## src/rtl/img_pkg.sv

```systemverilog
`default_nettype none
// =============================================================================
// Package : img_pkg
// Brief   : Shared image geometry, read threshold, FSM encoding and buffer-select
//           helpers for the row buffer sequencer.
// Rev     : 1.0  initial release
// =============================================================================
package img_pkg;

    localparam int IMG_W      = 512;
    localparam int PIX_W      = 8;
    localparam int NUM_BUF    = 4;
    localparam int ROW_THRESH = 3 * IMG_W;

    localparam logic [0:0] c_ST_IDLE   = 1'b0;
    localparam logic [0:0] c_ST_RD_ROW = 1'b1;

    function automatic logic [NUM_BUF-1:0] sel_onehot(input logic [1:0] sel);
        return {{(NUM_BUF-1){1'b0}}, 1'b1} << sel;
    endfunction

    // Three consecutive buffers starting at sel, wrapping 3 -> 0.
    function automatic logic [NUM_BUF-1:0] sel_window(input logic [1:0] sel);
        return sel_onehot(sel) | sel_onehot(sel + 2'd1) | sel_onehot(sel + 2'd2);
    endfunction

endpackage
`default_nettype wire

```

## src/rtl/row_sel_mux.sv

```systemverilog
`default_nettype none
// =============================================================================
// Module : row_sel_mux
// Brief  : Rotates the four 3-pixel buffer outputs into a 3x3 window, with
//          buffer i_sel as the top row.
// Rev    : 1.0  initial release
// =============================================================================
module row_sel_mux
    import img_pkg::*;
(
    input  logic [1:0]                 i_sel,
    input  logic [NUM_BUF*3*PIX_W-1:0] i_buf_data,
    output logic [9*PIX_W-1:0]         o_window
);

    localparam int c_ROW_BITS = 3 * PIX_W;

    genvar r;
    generate
        for (r = 0; r < 3; r++) begin : g_row
            logic [1:0] w_idx;
            assign w_idx = i_sel + 2'(r);
            // Row 0 (top) lands in the most significant slice.
            assign o_window[(2-r)*c_ROW_BITS +: c_ROW_BITS] =
                i_buf_data[w_idx*c_ROW_BITS +: c_ROW_BITS];
        end
    endgenerate

endmodule
`default_nettype wire

```

## src/rtl/row_buffer_ctrl.sv

```systemverilog
`default_nettype none
// =============================================================================
// Module : row_buffer_ctrl
// Brief  : Round-robin writer and lock-step 3-row reader for four RowBuffers,
//          producing one 3x3 window per clock while a row is being read.
// Rev    : 1.0  initial release
// =============================================================================
module row_buffer_ctrl
    import img_pkg::*;
(
    input  logic                       clk,
    input  logic                       rst,
    input  logic                       i_pixel_valid,
    input  logic [PIX_W-1:0]           i_pixel,
    output logic                       o_ready,
    output logic [NUM_BUF-1:0]         o_buf_wr_en,
    output logic [PIX_W-1:0]           o_buf_wr_data,
    output logic [NUM_BUF-1:0]         o_buf_rd_en,
    input  logic [NUM_BUF*3*PIX_W-1:0] i_buf_data,
    output logic [9*PIX_W-1:0]         o_window,
    output logic                       o_window_valid,
    output logic                       o_intr
);

    localparam int c_FILL_W = $clog2(NUM_BUF*IMG_W + 1);
    localparam int c_CNT_W  = $clog2(IMG_W);

    localparam logic [c_FILL_W-1:0] c_FILL_MAX    = c_FILL_W'(NUM_BUF*IMG_W);
    localparam logic [c_FILL_W-1:0] c_FILL_THRESH = c_FILL_W'(ROW_THRESH);
    localparam logic [c_FILL_W-1:0] c_FILL_ROW    = c_FILL_W'(IMG_W);
    localparam logic [c_FILL_W-1:0] c_FILL_ONE    = c_FILL_W'(1);
    localparam logic [c_CNT_W-1:0]  c_CNT_LAST    = c_CNT_W'(IMG_W-1);
    localparam logic [c_CNT_W-1:0]  c_CNT_ONE     = c_CNT_W'(1);

    logic [1:0]          r_wr_sel;
    logic [1:0]          r_rd_sel;
    logic [c_CNT_W-1:0]  r_wr_cnt;
    logic [c_CNT_W-1:0]  r_rd_cnt;
    logic [c_FILL_W-1:0] r_fill;
    logic [0:0]          r_state;
    logic [9*PIX_W-1:0]  r_window;
    logic                r_window_valid;
    logic                r_intr;

    logic                w_accept;
    logic                w_reading;
    logic                w_rd_last;
    logic [9*PIX_W-1:0]  w_window;

    assign o_ready        = (r_fill != c_FILL_MAX);
    assign w_accept       = i_pixel_valid & o_ready;
    assign o_buf_wr_en    = sel_onehot(r_wr_sel) & {NUM_BUF{w_accept}};
    assign o_buf_wr_data  = i_pixel;

    assign w_reading      = (r_state == c_ST_RD_ROW);
    assign w_rd_last      = w_reading && (r_rd_cnt == c_CNT_LAST);
    assign o_buf_rd_en    = w_reading ? sel_window(r_rd_sel) : '0;

    assign o_window       = r_window;
    assign o_window_valid = r_window_valid;
    assign o_intr         = r_intr;

    row_sel_mux u_row_sel_mux (
        .i_sel      (r_rd_sel),
        .i_buf_data (i_buf_data),
        .o_window   (w_window)
    );

    always_ff @(posedge clk or posedge rst) begin
        if (rst) begin
            r_wr_cnt <= '0;
            r_wr_sel <= '0;
        end else if (w_accept) begin
            if (r_wr_cnt == c_CNT_LAST) begin
                r_wr_cnt <= '0;
                r_wr_sel <= r_wr_sel + 2'd1;
            end else begin
                r_wr_cnt <= r_wr_cnt + c_CNT_ONE;
            end
        end
    end

    // Stored-pixel count: one in per accept, a whole row out per completed read.
    always_ff @(posedge clk or posedge rst) begin
        if (rst) begin
            r_fill <= '0;
        end else begin
            case ({w_accept, w_rd_last})
                2'b10:   r_fill <= r_fill + c_FILL_ONE;
                2'b01:   r_fill <= r_fill - c_FILL_ROW;
                2'b11:   r_fill <= r_fill + c_FILL_ONE - c_FILL_ROW;
                default: r_fill <= r_fill;
            endcase
        end
    end

    always_ff @(posedge clk or posedge rst) begin
        if (rst) begin
            r_state        <= c_ST_IDLE;
            r_rd_sel       <= '0;
            r_rd_cnt       <= '0;
            r_window       <= '0;
            r_window_valid <= 1'b0;
            r_intr         <= 1'b0;
        end else begin
            r_window_valid <= w_reading;
            r_intr         <= w_rd_last;
            if (w_reading) begin
                r_window <= w_window;
            end
            case (r_state)
                c_ST_IDLE: begin
                    if (r_fill >= c_FILL_THRESH) begin
                        r_state <= c_ST_RD_ROW;
                    end
                end
                c_ST_RD_ROW: begin
                    if (r_rd_cnt == c_CNT_LAST) begin
                        r_rd_cnt <= '0;
                        r_rd_sel <= r_rd_sel + 2'd1;
                        r_state  <= c_ST_IDLE;
                    end else begin
                        r_rd_cnt <= r_rd_cnt + c_CNT_ONE;
                    end
                end
                default: r_state <= c_ST_IDLE;
            endcase
        end
    end

endmodule
`default_nettype wire
```

## config.mk

```make
export PLATFORM = sky130hd
export DESIGN_NAME = row_buffer_ctrl
export DESIGN_NICKNAME = d
export VERILOG_FILES = /design/src/rtl/img_pkg.sv /design/src/rtl/row_sel_mux.sv /design/src/rtl/row_buffer_ctrl.sv
export SDC_FILE = /design/constraint.sdc
export NUM_CORES = 1
export LEC_CHECK = 0
export BUFFER_PORTS_ARGS = -buffer_cell sky130_fd_sc_hd__buf_2
export CAP_MARGIN = 25
export CORE_ASPECT_RATIO = 0.6
export CORE_MARGIN = 3
export CORE_UTILIZATION = 53
export CTS_CLUSTER_SIZE = 10
export DETAILED_ROUTE_END_ITERATION = 10
export GPL_TIMING_DRIVEN = 0
export PLACE_DENSITY = 0.82
export SETUP_SLACK_MARGIN = 0.15
export SLEW_MARGIN = 20
export SYNTH_ARGS = -nofsm -noshare
export SYNTH_HDL_FRONTEND = slang
export SYNTH_HIERARCHICAL = 1
export SYNTH_SLANG_ARGS = --single-unit
```

## constraint.sdc

```tcl
create_clock -name clk -period 3.7 [get_ports clk]
set_input_delay 0.37 -clock clk [delete_from_list [all_inputs] [get_ports clk]]
set_output_delay 0.37 -clock clk [all_outputs]
set_load 0.01 [all_outputs]
```

==> impl_table.tex <==
\begin{tabular}{lr}
\hline
Metric & Value \\
\hline
\multicolumn{2}{l}{\textbf{STA}} \\
Post-route fraction of the period consumed by the critical path & 72.7\% \\
Transition time of the tightest slew-check pin & 0.420 ns \\
Endpoints failing hold & 0 \\
Number of max-slew violations in the final report & 0 \\
Post-layout min period & 2.69 ns \\
Worst setup skew after layout & 0.00995 ns \\
Setup Total Neg Slack & 0 ns \\
Upper clock frequency limit & 372 MHz \\
RSZ-0062 raised after global routing & no \\
Setup violations, final & 0 \\
Slew Limit Headroom & 72.0\% \\
\multicolumn{2}{l}{\textbf{CTS}} \\
H-tree level count & 3 \\
Worst-Skew Late Latency & 0.35 ns \\
CTS max path bufs & 2 \\
Clock slew at the register clock pins of the worst setup and hold paths & 0.07 ns \\
TritonCTS clock tree & built \\
Post-cts gate resize count & 0 \\
TritonCTS Buffers & 9 \\
Clock sink count & 109 \\
Clk Tree Root Cell & clkbuf\_16 \\
\multicolumn{2}{l}{\textbf{Critical path}} \\
Critical Path Max Stage Delay & 0.40 ns \\
Startpoint-to-endpoint class of the critical path & reg -> reg \\
Buffer and inverter count on the worst path & 0 \\
Critical Path RT & 3.96 ns \\
Sort of element at the start of the critical path & flip-flop \\
CP max-delay cell & dfrtp\_1 \\
Crit-path max FO & 6 \\
Critical path capture point type & flip-flop \\
Cell-by-cell trace of the critical path & ha\_1 > and3\_1 > and3\_1 > ha\_1 > nand2\_1 > nor4\_1 > nand2\_1 > xor2\_1 > ha\_1 > nand2\_1 > xnor2\_1 > xnor2\_1 \\
Worst path top cell family by delay & simple AND/OR/NAND/NOR gates \\
Arr. time, crit path & 2.95 ns \\
\multicolumn{2}{l}{\textbf{Logic synthesis}} \\
Synthesized netlist cell count & 443 \\
Synthesized netlist net count & 565 \\
Mean instance size in the synthesized netlist & 15.0 sq um \\
Area contributors post-synth & dfrtp\_1, mux4\_2, mux2\_2, mux4\_1, ha\_1 \\
Commonest cells in the synthesized netlist & dfrtp\_1, mux2\_2, mux4\_2 \\
Number of enable-type register cells in the synthesized netlist & 0 \\
Most used flip-flop cell after synthesis & dfrtp\_1 \\
Area fraction of the dominant cell type after synthesis & 41.0\% \\
Sequential cell area fraction in the yosys report & 41.0\% \\
Synthesis warning total & 6 \\
Post-Syn Area & 6660 sq um \\
Library cells used by synthesis & 44 \\
Post-synthesis register bit count & 109 \\
Cell taking the most area after synthesis & dfrtp\_1 \\
Most frequent cell after synthesis & dfrtp\_1 \\
Share of async-settable or async-resettable flops after synthesis & 100\% \\
\multicolumn{2}{l}{\textbf{Route}} \\
Total wire length & 18200 microns \\
Drc violations & 0 \\
Via Count & 5053 \\
Number of iterations in the first detailed-routing pass & 4 \\
Routed metal-1 wire length & 6930 microns \\
First-iteration detailed-routing DRC count & 271 \\
Routed wire length per instance & 22.2 microns \\
Met2 WL & 8930 microns \\
Post-route antenna net violation count & 0 \\
Top metal layer carrying routed signals & met4 \\
Detail Route met3 WL & 1820 microns \\
Via density per instance & 6.18 \\
\multicolumn{2}{l}{\textbf{Floorplanning}} \\
Die X & 151 microns \\
Die Y & 92.8 microns \\
Die Footprint & 14000 sq um \\
Core region area & 12200 sq um \\
Cell row count & 31 \\
Starting density of the core & 54.7\% \\
Number of top-level design ports & 198 \\
\multicolumn{2}{l}{\textbf{GRT}} \\
Maximum number of pins on one net before global-route repair & 81 \\
GR Overflow Total & 0 \\
Wire length of the first global-routing pass & 29000 microns \\
Total Routing Usage GR & 27.0\% \\
Via count of the first global-routing pass & 5462 \\
Initial antenna violation count & 2 \\
\multicolumn{2}{l}{\textbf{Final layout}} \\
FILL cells & 868 \\
Final core area utilization & 67.0\% \\
Number of nets in the final layout & 767 \\
Multi-input gate area in the final layout & 3550 sq um \\
Fraction of layout cells with a size suffix above 1 & 62.0\% \\
Flip-flop and latch area & 2730 sq um \\
Area Overhead vs Synth & 22.5\% \\
\multicolumn{2}{l}{\textbf{Power and ir drop}} \\
Leakage Power & 3.99 nW \\
Peak ir drop on the vdd network & 0.214 mV \\
Power density of the placed cells & 329 nW/um\^{}2 \\
\multicolumn{2}{l}{\textbf{Placed design}} \\
Final HPWL from detailed placement & 13900 microns \\
IO Port Bufs & 189 \\
GP Congestion & 0.866 \\
\multicolumn{2}{l}{\textbf{Job}} \\
Maximum capacitance violations & 0 \\
\multicolumn{2}{l}{\textbf{Hold path}} \\
Worst min path class & reg -> reg \\
\multicolumn{2}{l}{\textbf{Run status}} \\
Status & completed \\
\hline
\end{tabular}
where the power goes:
group	switching (mW)	total [mW]	leakage (nW)	internal [mW]
Combinational	0.170	0.353	2.34	0.184
Sequential	0.0976	1.35	1.50	1.25
Clock	0.452	0.984	0.147	0.532
layout by cell type, fill, tap and decap left out, types with 2 or more instances in the layout:
cell type and instances:
buf_2 198, dfrtp_1 109, mux2_2 75, mux4_2 64, ha_1 15, nand2_1 14
xnor2_1 12, nor2_1 11, buf_6 11, buf_4 10, inv_1 9, clkbuf_16 9
and3_1 8, nand4_1 8, o21ai_2 8, mux4_1 8, nand3_1 7, o21ai_0 7
xor2_1 7, clkbuf_1 5, and3_2 5, buf_12 4, nor2b_1 4, nand2b_1 4
o31ai_1 4, diode_2 3, inv_6 3, and4_1 2, mux2i_1 2, a22o_1 2
nand3_2 2, a31oi_1 2, clkinv_4 2
area by class of cell:
class	count	share of cell area, %
Multi-Input combinational cell	284	43.5
Sequential cell	109	33.4
Timing Repair Buffer	191	12.0
Buffer	39	4.20
Clock buffer	10	2.81
Tap cell	165	2.53
Clock inverter	6	0.859
Inverter	11	0.567
Antenna cell	3	0.0920
worst register-to-register path, delay by kind of cell (launching register included):
| kind | cells | cell delay, ns |
|---|---|---|
| flip-flops | 1 | 0.40 |
| adder cells (fa/ha/maj) | 3 | 0.67 |
| AND/OR/NAND/NOR | 6 | 1.11 |
| XOR/XNOR | 3 | 0.42 |
per-layer routing:
layer | vias to the layer above | GRT usage (%)
met3 | 34 | 8.41
met4 | 0 | 9.95
met2 | 299 | 43.7
met1 | 2594 | 34.3
met5 | - | 0
li1 | 2126 | -
repair_timing:
action / 4_1_cts / 5_1_grt
buffers inserted: 0 / 0
hold buffers: 1 / 0
endpoints found under the hold margin: 28 / 0
final timing paths:
kind                        startpoint        endpoint  slack [ns]  depth (start not counted)
min in group asynchronous          rst     o_window[9]        0.55                          3
max                        r_rd_cnt[0]      r_fill[11]        1.01                         12
min reg2reg                    r_state  o_window_valid        0.37                          0
max reg2reg                r_rd_cnt[0]      r_fill[11]        1.01                         12
max in group asynchronous          rst    o_window[66]        2.45                          4
min                            r_state  o_window_valid        0.37                          0
logic make-up after synthesis:
family | synth area share, %
AOI/OAI and AO/OA | 3.10
muxes | 38.0
and+or+nand+nor | 6.86
buffers and inverters | 5.77
xor gates and xnor gates | 2.50
DFF | 41.0
adders and majority gates | 2.82
registers in the layout, indices dropped and copies added (netlist names):
register,flops
r_wr_sel,2
r_rd_cnt,9
r_wr_cnt,9
o_intr,1
o_window_valid,1
r_state,1
o_window,72
r_fill,12
r_rd_sel,2
metrics by stage:
step                      hold WS, ns  worst slack [ns]  power, mW  cell area (sq um)  instances
final                           0.374              1.01       2.68               8160        818
after floorplan                 0.349             0.456       1.57               6660        443
after detailed placement        0.355              1.07       1.71               7850        798
after global placement          0.353            -0.817       1.68               7810        797
after global routing            0.400             0.802       2.81               8160        817
after CTS                       0.378              1.05       2.70               8150        815
(Power assumes the default switching activity.)
